`config.mk`:
```
export PLATFORM = sky130hd
export DESIGN_NAME = sel_mux_pipe_flat
export DESIGN_NICKNAME = d
export VERILOG_FILES = /design/src/rtl/sel_mux_pipe_pkg.sv /design/src/rtl/sel_mux_pipe_if.sv /design/src/rtl/sel_mux_pipe_rr_pick.sv /design/src/rtl/sel_mux_pipe.sv /design/src/flat_wrapper.sv
export SDC_FILE = /design/constraint.sdc
export NUM_CORES = 1
export LEC_CHECK = 0
export BUFFER_PORTS_ARGS = -buffer_cell sky130_fd_sc_hd__buf_2
export CORE_AREA = 3 3 148 150
export CTS_CLUSTER_DIAMETER = 40
export DETAILED_ROUTE_END_ITERATION = 7
export DIE_AREA = 0 0 151 153
export GPL_TIMING_DRIVEN = 0
export SLEW_MARGIN = 25
export SYNTH_ARGS = -nofsm -noshare
export SYNTH_HDL_FRONTEND = slang
export SYNTH_SLANG_ARGS = --single-unit
```
`constraint.sdc`:
```
create_clock -name clk -period 38.6 [get_ports clk]
set_clock_uncertainty 0.2 [all_clocks]
set_input_delay 7.72 -clock clk [delete_from_list [all_inputs] [get_ports clk]]
set_output_delay 7.72 -clock clk [all_outputs]
set_load 0.02 [all_outputs]
```
`src/rtl/sel_mux_pipe_pkg.sv`:
```
// Shared mode encodings and round-robin pointer helper for the sel_mux_pipe family.
package sel_mux_pkg;

  localparam logic MODE_DIRECT = 1'b0;
  localparam logic MODE_RR     = 1'b1;

  // Pointer advance past the granted channel, wrapping at the last channel.
  function automatic int unsigned rr_next(input int unsigned g, input int unsigned n);
    return (g == n - 1) ? 0 : g + 1;
  endfunction

endpackage

```
`src/rtl/sel_mux_pipe_if.sv`:
```
// Handshake/data bundle between producers, the select mux and its consumer.
// Optional SEL_MUX_PARITY_EN adds in_par, out_par and par_err.
interface sel_mux_pipe_if #(
  parameter int unsigned N_CH  = 10,
  parameter int unsigned WIDTH = 16,
  parameter int unsigned SEL_W = 7
);
  logic                    mode;
  logic [SEL_W-1:0]        sel;
  logic [N_CH*WIDTH-1:0]   in_data;
  logic [N_CH-1:0]         in_valid;
  logic [N_CH-1:0]         in_ready;
  logic [WIDTH-1:0]        out_data;
  logic                    out_valid;
  logic                    out_ready;
  logic [SEL_W-1:0]        out_ch;
  logic                    sel_err;
  logic                    err_clr;
`ifdef SEL_MUX_PARITY_EN
  logic [N_CH-1:0]         in_par;
  logic                    out_par;
  logic                    par_err;
`endif

  modport master (
    output mode, sel, in_data, in_valid, out_ready, err_clr,
`ifdef SEL_MUX_PARITY_EN
    output in_par,
    input  out_par, par_err,
`endif
    input  in_ready, out_data, out_valid, out_ch, sel_err
  );

  modport slave (
    input  mode, sel, in_data, in_valid, out_ready, err_clr,
`ifdef SEL_MUX_PARITY_EN
    input  in_par,
    output out_par, par_err,
`endif
    output in_ready, out_data, out_valid, out_ch, sel_err
  );
endinterface

```
`src/rtl/sel_mux_pipe_rr_pick.sv`:
```
// Combinational round-robin picker: first set request at or after ptr_i, wrapping.
// Expects ptr_i < N.
module rr_pick #(
  parameter int unsigned N     = 10,
  parameter int unsigned IDX_W = 7
) (
  input  logic [N-1:0]     req_i,
  input  logic [IDX_W-1:0] ptr_i,
  output logic             grant_vld_o,
  output logic [IDX_W-1:0] grant_idx_o
);

  // Smallest rotational distance from the pointer wins.
  always_comb begin
    int unsigned p;
    int unsigned d;
    int unsigned best;
    grant_vld_o = 1'b0;
    grant_idx_o = '0;
    p           = 32'(ptr_i);
    best        = N;
    d           = 0;
    for (int unsigned i = 0; i < N; i++) begin
      if (req_i[i]) begin
        d = (i >= p) ? (i - p) : (i + N - p);
        if (d < best) begin
          best        = d;
          grant_vld_o = 1'b1;
          grant_idx_o = IDX_W'(i);
        end
      end
    end
  end

endmodule

```
`src/rtl/sel_mux_pipe.sv`:
```
// Registered N-channel select mux with valid/ready handshakes, directed or round-robin select.
// Define SEL_MUX_PARITY_EN to add per-channel parity check and output parity.
module sel_mux_pipe
  import sel_mux_pkg::*;
#(
  parameter int unsigned N_CH  = 10,
  parameter int unsigned WIDTH = 16,
  parameter int unsigned SEL_W = 7
) (
  input  logic          clk,
  input  logic          rst_n,
  sel_mux_pipe_if.slave bus
);

  logic [WIDTH-1:0] out_data_q, out_data_d;
  logic [SEL_W-1:0] out_ch_q, out_ch_d;
  logic             out_valid_q, out_valid_d;
  logic             sel_err_q, sel_err_d;
  logic [SEL_W-1:0] ptr_q, ptr_d;

  logic             load_c, xfer_c, err_set_c, sel_oor_c;
  logic             dir_vld_c, rr_vld_c, grant_vld_c;
  logic [SEL_W-1:0] rr_idx_c, grant_idx_c;
  logic [WIDTH-1:0] grant_data_c;
  logic [N_CH-1:0]  in_ready_c;

  rr_pick #(.N(N_CH), .IDX_W(SEL_W)) u_rr_pick (
    .req_i       (bus.in_valid),
    .ptr_i       (ptr_q),
    .grant_vld_o (rr_vld_c),
    .grant_idx_o (rr_idx_c)
  );

  assign load_c    = !out_valid_q || bus.out_ready;
  assign sel_oor_c = 32'(bus.sel) >= N_CH;

  always_comb begin
    dir_vld_c = 1'b0;
    for (int unsigned i = 0; i < N_CH; i++)
      if (bus.sel == SEL_W'(i) && bus.in_valid[i]) dir_vld_c = 1'b1;
  end

  assign grant_vld_c = (bus.mode == MODE_RR) ? rr_vld_c : dir_vld_c;
  assign grant_idx_c = (bus.mode == MODE_RR) ? rr_idx_c : bus.sel;
  assign xfer_c      = load_c && grant_vld_c;
  assign err_set_c   = load_c && (bus.mode == MODE_DIRECT) && sel_oor_c;

  always_comb begin
    grant_data_c = '0;
    in_ready_c   = '0;
    for (int unsigned i = 0; i < N_CH; i++) begin
      if (grant_idx_c == SEL_W'(i)) grant_data_c = bus.in_data[i*WIDTH +: WIDTH];
      in_ready_c[i] = xfer_c && (grant_idx_c == SEL_W'(i));
    end
  end

  always_comb begin
    out_data_d  = out_data_q;
    out_ch_d    = out_ch_q;
    out_valid_d = out_valid_q;
    sel_err_d   = sel_err_q;
    ptr_d       = ptr_q;
    if (bus.err_clr) sel_err_d = 1'b0;
    if (err_set_c)   sel_err_d = 1'b1;
    if (load_c) begin
      if (grant_vld_c) begin
        out_data_d  = grant_data_c;
        out_ch_d    = grant_idx_c;
        out_valid_d = 1'b1;
        if (bus.mode == MODE_RR) ptr_d = SEL_W'(rr_next(32'(grant_idx_c), N_CH));
      end else begin
        out_valid_d = 1'b0;
      end
    end
  end

  always_ff @(posedge clk or negedge rst_n) begin
    if (!rst_n) begin
      out_data_q  <= '0;
      out_ch_q    <= '0;
      out_valid_q <= 1'b0;
      sel_err_q   <= 1'b0;
      ptr_q       <= '0;
    end else begin
      out_data_q  <= out_data_d;
      out_ch_q    <= out_ch_d;
      out_valid_q <= out_valid_d;
      sel_err_q   <= sel_err_d;
      ptr_q       <= ptr_d;
    end
  end

  assign bus.in_ready  = in_ready_c;
  assign bus.out_data  = out_data_q;
  assign bus.out_ch    = out_ch_q;
  assign bus.out_valid = out_valid_q;
  assign bus.sel_err   = sel_err_q;

`ifdef SEL_MUX_PARITY_EN
  logic out_par_q, out_par_d, par_err_q, par_err_d, grant_par_c;

  always_comb begin
    grant_par_c = 1'b0;
    for (int unsigned i = 0; i < N_CH; i++)
      if (grant_idx_c == SEL_W'(i)) grant_par_c = bus.in_par[i];
  end

  always_comb begin
    out_par_d = out_par_q;
    par_err_d = par_err_q;
    if (bus.err_clr) par_err_d = 1'b0;
    if (xfer_c) begin
      out_par_d = ^grant_data_c;
      if (grant_par_c != ^grant_data_c) par_err_d = 1'b1;
    end
  end

  always_ff @(posedge clk or negedge rst_n) begin
    if (!rst_n) begin
      out_par_q <= 1'b0;
      par_err_q <= 1'b0;
    end else begin
      out_par_q <= out_par_d;
      par_err_q <= par_err_d;
    end
  end

  assign bus.out_par = out_par_q;
  assign bus.par_err = par_err_q;
`endif

endmodule

```
`src/flat_wrapper.sv`:
```
// flat-port wrapper written by rule: the top's interface ports become plain ports
module sel_mux_pipe_flat import sel_mux_pkg::*;
#(
  parameter int unsigned N_CH  = 10,
  parameter int unsigned WIDTH = 16,
  parameter int unsigned SEL_W = 7
)
  (clk, rst_n, bus_mode, bus_sel, bus_in_data, bus_in_valid, bus_out_ready, bus_err_clr, bus_in_ready, bus_out_data, bus_out_valid, bus_out_ch, bus_sel_err);
  sel_mux_pipe_if #(.N_CH(N_CH), .WIDTH(WIDTH), .SEL_W(SEL_W)) bus_i ();
  input  logic clk;
  input  logic rst_n;
  input wire logic [$bits(bus_i.mode)-1:0] bus_mode;
  input wire logic [$bits(bus_i.sel)-1:0] bus_sel;
  input wire logic [$bits(bus_i.in_data)-1:0] bus_in_data;
  input wire logic [$bits(bus_i.in_valid)-1:0] bus_in_valid;
  input wire logic [$bits(bus_i.out_ready)-1:0] bus_out_ready;
  input wire logic [$bits(bus_i.err_clr)-1:0] bus_err_clr;
  output wire logic [$bits(bus_i.in_ready)-1:0] bus_in_ready;
  output wire logic [$bits(bus_i.out_data)-1:0] bus_out_data;
  output wire logic [$bits(bus_i.out_valid)-1:0] bus_out_valid;
  output wire logic [$bits(bus_i.out_ch)-1:0] bus_out_ch;
  output wire logic [$bits(bus_i.sel_err)-1:0] bus_sel_err;
  assign bus_i.mode = bus_mode;
  assign bus_i.sel = bus_sel;
  assign bus_i.in_data = bus_in_data;
  assign bus_i.in_valid = bus_in_valid;
  assign bus_i.out_ready = bus_out_ready;
  assign bus_i.err_clr = bus_err_clr;
  assign bus_in_ready = bus_i.in_ready;
  assign bus_out_data = bus_i.out_data;
  assign bus_out_valid = bus_i.out_valid;
  assign bus_out_ch = bus_i.out_ch;
  assign bus_sel_err = bus_i.sel_err;
  sel_mux_pipe #(.N_CH(N_CH), .WIDTH(WIDTH), .SEL_W(SEL_W)) u_core (.clk(clk), .rst_n(rst_n), .bus(bus_i));
endmodule
```
; ---- Word-level counts from Yosys, hierarchy flattened
; Cells that the tools add are included.
[word_totals]
in_bits = 182
wordCells = 188
ff_bits = 32
output_inout_bits = 35
[classes]
magnitude_cmp = 21
n_eq_ne = 18
muxes = 92
addsub = 21
n_reduce_logical = 30
n_bitwise = 1
[ops]
columns = op, n
row1 = $mux 32, 28
row2 = $lt 32x32->1, 9
row3 = $mux 16, 10
row4 = $mux 7, 18
row5 = $sub 4x7->8 const A, 8
row6 = $eq 7x3->1 const B, 8
row7 = $mux 1, 36
row8 = $lt 32x4->1 const B, 1
row9 = $sub 3x7->8 const A, 4
row10 = $sub 5x7->8 const A, 4
row11 = $eq 7x2->1 const B, 4
row12 = $eq 7x4->1 const B, 4
row13 = $ge 3x7->1 const A, 4
row14 = $logic_and 1x1->1, 23
row15 = $sub 1x7->8 const A, 2
row16 = $sub 2x7->8 const A, 2
row17 = $eq 7x1->1 const B, 2
row18 = $ge 1x7->1 const A, 2
row19 = $ge 2x7->1 const A, 2
row20 = $ge 4x7->1 const A, 2
row21 = $logic_not 7->1, 2
row22 = $add 7x1->7 const B, 1
row23 = $ge 7x4->1 const B, 1
row24 = $reduce_and 3->1, 1
row25 = 5 further kinds, 5

; ---- Longest topological paths before layout
; Gate-level depths: netlist of run 1.
[logic_depth]
ltp_word = 44
ltp_mapped = 115
ltp_nobuf = 106

; ---- Modules after synthesis
; From an unflattened synthesis of run 1, not the netlist that was laid out.
[hier_totals]
cells_unflattened = 1126
hier_area_um2 = 8050.2
[modules_own_cells]
columns = mod, seq_area_each_um2, cells_per_inst, area_per_inst_um2, instances
row1 = rr_pick, 0.0, 730, 4988.5, 1
row2 = sel_mux_pipe, 800.8, 396, 3061.7, 1

; ---- Worst setup path after synthesis of run 1
; No wires, ideal clock.
[synth_path]
kind = input -> output
startpoint = in bus_in_valid[0]
endpoint = out bus_in_ready[9]
stages = 86
setup_slack_ns = 4.713
t_required_ns = 30.680
n_path_buf = 8
arrival_time_ns = 25.967
cell_sequence = and3_1 o211a_2 nor2b_1 and2_1 ha_1 a21o_1 a211oi_1 nor3_1 nor4_1 a221oi_2 clkbuf_1 o21ai_0 ha_1 a21oi_1 o22ai_1 o21ai_0 nand3b_1 a31oi_1 (+50 left out) clkbuf_1 nor2_1 a21oi_1 ha_1 a21o_1 a21o_1 a21o_1 nor3_1 nand2_1 o31a_1 a32oi_1 ha_1 and2_1 clkbuf_1 clkbuf_1 nand3_2 buf_2 nor2_1
[synth_between]
elab_chain_len = 31
elab_cells_between_ends = 79
classes_between = order compare: 9 / eq/ne: 1 / mux: 66 / reduce/logical: 3
[synth_rtl]
columns = item, line_no
row1 = "start, declared", flat_wrapper.sv:15  ; input wire logic [$bits(bus_i.in_valid)-1:0] bus_in_valid;
row2 = $mux 32, sel_mux_pipe_rr_pick.sv:24  ; if (req_i[i]) begin
row3 = $lt 32x32->1, sel_mux_pipe_rr_pick.sv:26  ; if (d < best) begin
row4 = $mux 32, sel_mux_pipe_rr_pick.sv:26
row5 = $mux 32, sel_mux_pipe_rr_pick.sv:24
row6 = $lt 32x32->1, sel_mux_pipe_rr_pick.sv:26
row7 = $mux 32, sel_mux_pipe_rr_pick.sv:26
row8 = $mux 32, sel_mux_pipe_rr_pick.sv:24
row9 = $lt 32x32->1, sel_mux_pipe_rr_pick.sv:26
row10 = (+15 left out), -
row11 = $mux 32, sel_mux_pipe_rr_pick.sv:26
row12 = $mux 32, sel_mux_pipe_rr_pick.sv:24
row13 = $lt 32x32->1, sel_mux_pipe_rr_pick.sv:26
row14 = $mux 7 / $mux 1 (equally long branches), sel_mux_pipe_rr_pick.sv:26
row15 = $mux 7 / $mux 1 (equally long branches), sel_mux_pipe_rr_pick.sv:24
row16 = $mux 7 / $mux 1 (equally long branches), "sel_mux_pipe.sv:44, sel_mux_pipe.sv:43"
row17 = $eq 7x4->1 / $logic_and 1x1->1 (equally long branches), "sel_mux_pipe.sv:53, sel_mux_pipe.sv:45"
row18 = $logic_and 1x1->1 *, sel_mux_pipe.sv:53  ; in_ready_c[i] = xfer_c && (grant_idx_c == SEL_W'(i));
row19 = "end, declared", flat_wrapper.sv:18  ; output wire logic [$bits(bus_i.in_ready)-1:0] bus_in_ready;
; Every way passes the cells marked *; elsewhere a longest branch is shown, timed or not.

; ---- Final worst setup path of run 1
; Same ends and word-level chain as after synthesis.

==> results of run 1 <==
[cell type report]
type,instances,area [um^2]
sequential,32,800.8
tap,275,344.1
clock inverter,2,10.01
inverter,47,176.4
timing repair buffer,216,1081
multi-input combinational,989,6778
buffer,67,320.3
fill,2204,11170
clock buffer,6,138.9
[state kept, by name, indices dropped and copies added (netlist names)]
name	flops
u_core.bus.out_ch	7
u_core.bus.out_data	16
u_core.ptr_q	7
u_core.bus.out_valid	1
u_core.bus.sel_err	1
[routing by layer]
layer	GRT usage [%]	up-vias	wire (um)
met5	0	-	0
met4	14.08	0	1696
met3	4.180	90	2390
met2	47.83	442	16290
met1	35.61	4508	13940
li1	-	4677	-
[final timing paths]
path	start	endpoint	slack, ns
setup reg to reg	u_core.ptr_q[0]	u_core.bus.out_data[7]	13.69
max in group asynchronous	rst_n	u_core.bus.out_ch[4]	30.37
hold reg to reg	u_core.bus.out_ch[6]	u_core.bus.out_ch[6]	0.28
hold / removal	u_core.bus.out_ch[6]	u_core.bus.out_ch[6]	0.28
min in group asynchronous	rst_n	u_core.bus.out_data[13]	7.31
setup / recovery	bus_in_valid[0]	bus_in_ready[9]	1.72
[worst register-to-register path: cells and delay by family, from the launching register on]
kind	cells	cell delay (ns)
AND/OR/NAND/NOR	27	5.65
adder cells (fa/ha/maj)	11	2.95
buffers and inverters	13	3.51
flip-flops	1	0.41
AO/OA/AOI/OAI	48	12.13
[Yosys cell counts, types with 10 or more instances]
master / count
and2_1: 12
a21oi_1: 96
nand2b_1: 20
buf_2: 15
o21ai_0: 83
and3_1: 11
nand2_1: 145
o22ai_1: 11
a221o_1: 16
a31oi_1: 16
nor2_1: 87
o221ai_1: 19
mux2i_1: 16
ha_1: 89
nor2b_1: 20
nor3_1: 27
dfrtp_1: 32
clkbuf_1: 39
inv_1: 42
o31a_1: 20
xnor2_1: 42
a32oi_2: 10
a21o_1: 20
nand3_1: 50
o211ai_1: 10
[per-stage QoR]
stage | cells | TNS (ns) | hold WS, ns | area, um^2 | utilization (%)
6_report | 1634 | 0 | 0.2798 | 9649 | 46.34
5_1_grt | 1634 | -0.03039 | 0.3196 | 9649 | 46.34
4_1_cts | 1634 | 0 | 0.2833 | 9604 | 46.12
3_5_place_dp | 1626 | 0 | 0.2694 | 9455 | 45.41
3_3_place_gp | 1626 | 0 | 0.2570 | 9455 | 45.41
2_1_floorplan | 1135 | 0 | 0.3895 | 8030 | -
[cell families after synthesis]
| family | after synthesis | synth area share, % |
|---|---|---|
| compound gates | 401 | 35.62 |
| xor+xnor | 49 | 5.352 |
| fa+ha+maj | 90 | 14.01 |
| buf+inv | 114 | 6.132 |
| flops | 32 | 9.986 |
| mux | 26 | 3.729 |
| other cells | 2 | 0.09365 |
| simple gates | 418 | 25.07 |
==> impl_metrics.ini, run 1 <==
[cts]
cts_num_sinks = 32
cts-buffers-inserted = 5
post_cts_buffers = 0
cts-root-buf = clkbuf_16
cts_max_path_buffers = 2
cts_htree_levels = 2
cts_resized = 0
insertion_delay_ns = 0.28
clk_pin_slew_ns = 0.05
ctsHoldBuffers = 0
cts_tree = yes

[floorplan]
die_w_um = 151
ios = 217
fp.dieArea_um2 = 23100
row_count = 53
core_um2 = 20820
die_h_um = 153
initial_core_util_pct = 38.51

[critical_path]
path_depth = 92
crit_slowest_cell = a2111oi_1
path_class = input port to output port
cp_data_required_time_ns = 30.68
crit_path_frequent_cell = ha_1
cp_top_family = compound AO/OA/AOI/OAI gates
r2r_cells = 99
crit_buf_inv = 13
cp_max_fo = 10
critPathCaptureType = output port
critPathArrivalTime_ns = 28.96
slowest_delay_ns = 0.53
start_kind = input port

[synth]
synth.area.top_cells = ha_1, dfrtp_1, nand2_1, a21oi_1, o21ai_0
ys_ff_latch = 32
synth_top_area_share_pct = 13.89
synth_top_area_cell = ha_1
synth_edf_count = 0
syn_area_per_cell_um2 = 7.084
ys_warn_count = 0
synth_ff_type = dfrtp_1
synth_cells = 1132
synth_cell_types = 94
ys_seq_area_share_pct = 9.986
netlist_area_um2 = 8019
async_flop_share_pct = 100.0

[timing]
finalSetupViolCount = 0
fin_crit_ns = 36.88
max-slew-margin-rel_pct = 45.30
worstMarginPinSlew_ns = 0.8156
hold_viol = 0
fmax_mhz = 27.12
setup_slack_ns = 1.725
fin_crit_sh_pct = 95.53
drv_slew = 0

[place]
pre_cts_ws_ns = 0.2012
portBuffers = 216
hpwl_um = 27910
place.gp.congestion = 0.9504

[finish]
final_layout_size_suffix_gt1_share_pct = 23.33
n_antenna_cell = 0
final_common_cell = buf_2
num-nets-final = 1629
layout_common_cells = buf_2, nand2_1, a21oi_1, ha_1, nor2_1
syn2layout_area_growth_pct = 20.33

[drt]
vias = 9717
ant_nets = 0
drt_pass1_iterations = 6
totalWireLength_um = 34320
drt_iter0_drc = 774
drc = 0
wire_per_inst_um = 21.00
via_per_inst = 5.947

[grt]
grt_usage_pct = 28.59
antenna_found_initial = 0
grt_pass1_vias = 9458
gr-total-overflow = 0
grt_pass1_wl_um = 52150
grt_max_degree = 33

[hold_path]
hold_depth = 1
hold_class = flip-flop to flip-flop

[flow_run]
cap_violations = 0

[status]
status = complete, no violations
Power of run 1 is left out: the tool's default activity adds up to more than one toggle a clock period on the data nets, which glitch-free logic cannot reach.
==> inputs of run 2 (changes only) <==
--- a/config.mk
+++ b/config.mk
@@ -6,10 +6,10 @@
 export NUM_CORES = 1
 export LEC_CHECK = 0
 export BUFFER_PORTS_ARGS = -buffer_cell sky130_fd_sc_hd__buf_2
-export CORE_AREA = 3 3 148 150
+export CORE_AREA = 2 2 147 149
 export CTS_CLUSTER_DIAMETER = 40
 export DETAILED_ROUTE_END_ITERATION = 7
-export DIE_AREA = 0 0 151 153
+export DIE_AREA = 0 0 149 151
 export GPL_TIMING_DRIVEN = 0
 export SLEW_MARGIN = 25
 export SYNTH_ARGS = -nofsm -noshare
==> run 2 against run 1 <==
Effect of this change:
- sequential share of layout area hardly changed
- via count is 0.12% higher
- die area is 2.6% lower
- first-iteration DRC count is 7.5% higher
- wire length is 1.9% lower
- sequential cell count stayed put
- count of clock-buffer cells in the layout is 1 higher
- highest routed layer unchanged
- worst setup slack better by 0.15 ns
==> impl_metrics.ini, run 2 (synthesis gave the netlist of run 1 again) <==
[drt]
vias = 9729
ant_nets = 0
drt_pass1_iterations = 5
totalWireLength_um = 33650
drt_iter0_drc = 832
drc = 0
via_per_inst = 5.954
wire_per_inst_um = 20.59

[grt]
grt_max_degree = 33
antenna_found_initial = 0
grt_pass1_vias = 9373
grt_pass1_wl_um = 51320
gr-total-overflow = 0
grt_usage_pct = 29.19

[floorplan]
fp.dieArea_um2 = 22500
die_h_um = 151
ios = 217
initial_core_util_pct = 38.51
die_w_um = 149
core_um2 = 20820
row_count = 53

[finish]
final_area_um2 = 9699
layout_common_cells = buf_2, nand2_1, a21oi_1, ha_1, nor2_1
final_common_cell = buf_2
final_layout_size_suffix_gt1_share_pct = 23.40
largest_reg_flops = 16
nFillCells = 2198
n_antenna_cell = 0
num-nets-final = 1629
syn2layout_area_growth_pct = 20.95

[timing]
fin_crit_sh_pct = 95.13
fmax_mhz = 27.23
worstMarginPinSlew_ns = 0.8574
max-slew-margin-rel_pct = 42.35
finalSetupViolCount = 0
fin_crit_ns = 36.72
drv_slew = 0
hold_slack_ns = 0.2757
rsz0062_at_grt = no
hold_viol = 0

[critical_path]
cp_top_family = compound AO/OA/AOI/OAI gates
path_class = input port to output port
crit_path_frequent_cell = ha_1
critPathArrivalTime_ns = 28.80
cp_data_required_time_ns = 30.68
start_kind = input port
crit_buf_inv = 12
cp_max_fo = 10
crit_slowest_cell = a2111oi_1
critPathCaptureType = output port
slowest_delay_ns = 0.45

[cts]
clk_pin_slew_ns = 0.06
cts_num_sinks = 32
cts_tree = yes
cts-root-buf = clkbuf_16
cts_max_path_buffers = 2
insertion_delay_ns = 0.28
post_cts_buffers = 0
cts_htree_levels = 2
cts-buffers-inserted = 5

[place]
place.gp.congestion = 0.9422
hpwl_um = 27460
dpl_cell_area_um2 = 9458
portBuffers = 216

[hold_path]
hold_class = flip-flop to flip-flop

[flow_run]
cap_violations = 0

[status]
status = complete, no violations
## run 2: changes by cell type in the layout (fill, tap and decap cells not counted)
| cell | change |
|---|---|
| a2111oi_1 | -1 |
| a2111oi_2 | +1 |
| a32oi_2 | -1 |
| a32oi_4 | +1 |
| buf_1 | +1 |
| bufinv_16 | +1 |
| clkbuf_1 | -1 |
| clkbuf_8 | +1 |
| clkinv_2 | -2 |
## run 2: layout make-up
class / instances / area, um^2 / area share, %
Inverter: 47 / 176.4 / 1.819
Clock inverter: 1 / 30.03 / 0.3096
Timing Repair Buffer: 216 / 1081 / 11.15
Buffer: 67 / 320.3 / 3.302
Tap cell: 275 / 344.1 / 3.547
Clock buffer: 7 / 152.6 / 1.574
Multi-Input combinational cell: 989 / 6794 / 70.05
Sequential cell: 32 / 800.8 / 8.256
## run 2: what timing repair did
action / in CTS / in global routing
endpoints found under the setup margin: 1 / 10
hold buffers: 0 / 0
gates resized for setup: 1 / 20
gates cloned: 0 / 0
## run 2: worst paths after layout
| kind | startpoint | slack (ns) | end | cells past startpoint |
|---|---|---|---|---|
| setup / recovery | bus_in_valid[0] | 1.88 | bus_in_ready[9] | 90 |
| hold / removal | u_core.bus.out_ch[0] | 0.28 | u_core.bus.out_ch[0] | 2 |
| setup reg to reg | u_core.ptr_q[0] | 13.90 | u_core.bus.out_data[7] | 97 |
| hold reg to reg | u_core.bus.out_ch[0] | 0.28 | u_core.bus.out_ch[0] | 2 |
| max in group asynchronous | rst_n | 30.33 | u_core.ptr_q[5] | 1 |
| min in group asynchronous | rst_n | 7.32 | u_core.bus.out_data[9] | 1 |
## run 2: per-layer routing
metal / wire length [um] / vias up / GRT usage [%]
met2: 16110 / 463 / 50.28
met1: 13400 / 4508 / 35.45
met4: 1631 / 0 / 14.67
li1: - / 4667 / -
met3: 2510 / 91 / 4.398
met5: 0 / - / 0
## run 2: metrics by stage
stage / setup WS [ns] / utilization [%] / setup TNS [ns] / cells
finish: 1.878 / 46.58 / 0 / 1634
global route: 0.1177 / 46.58 / 0 / 1634
CTS: 0.09355 / 46.33 / 0 / 1634
detailed placement: -0.03567 / 45.42 / -0.03567 / 1626
global placement: 0.1245 / 45.41 / 0 / 1626
floorplan: 4.713 / - / 0 / 1135
## run 2: worst register-to-register path, delay by kind of cell (launching register included)
family          cells  cell delay, ns
compound gates     48           11.85
simple gates       26            5.64
buf+inv            12            3.39
fa+ha+maj          11            3.19
flops               1            0.41
Power of run 2 is left out for the same reason.
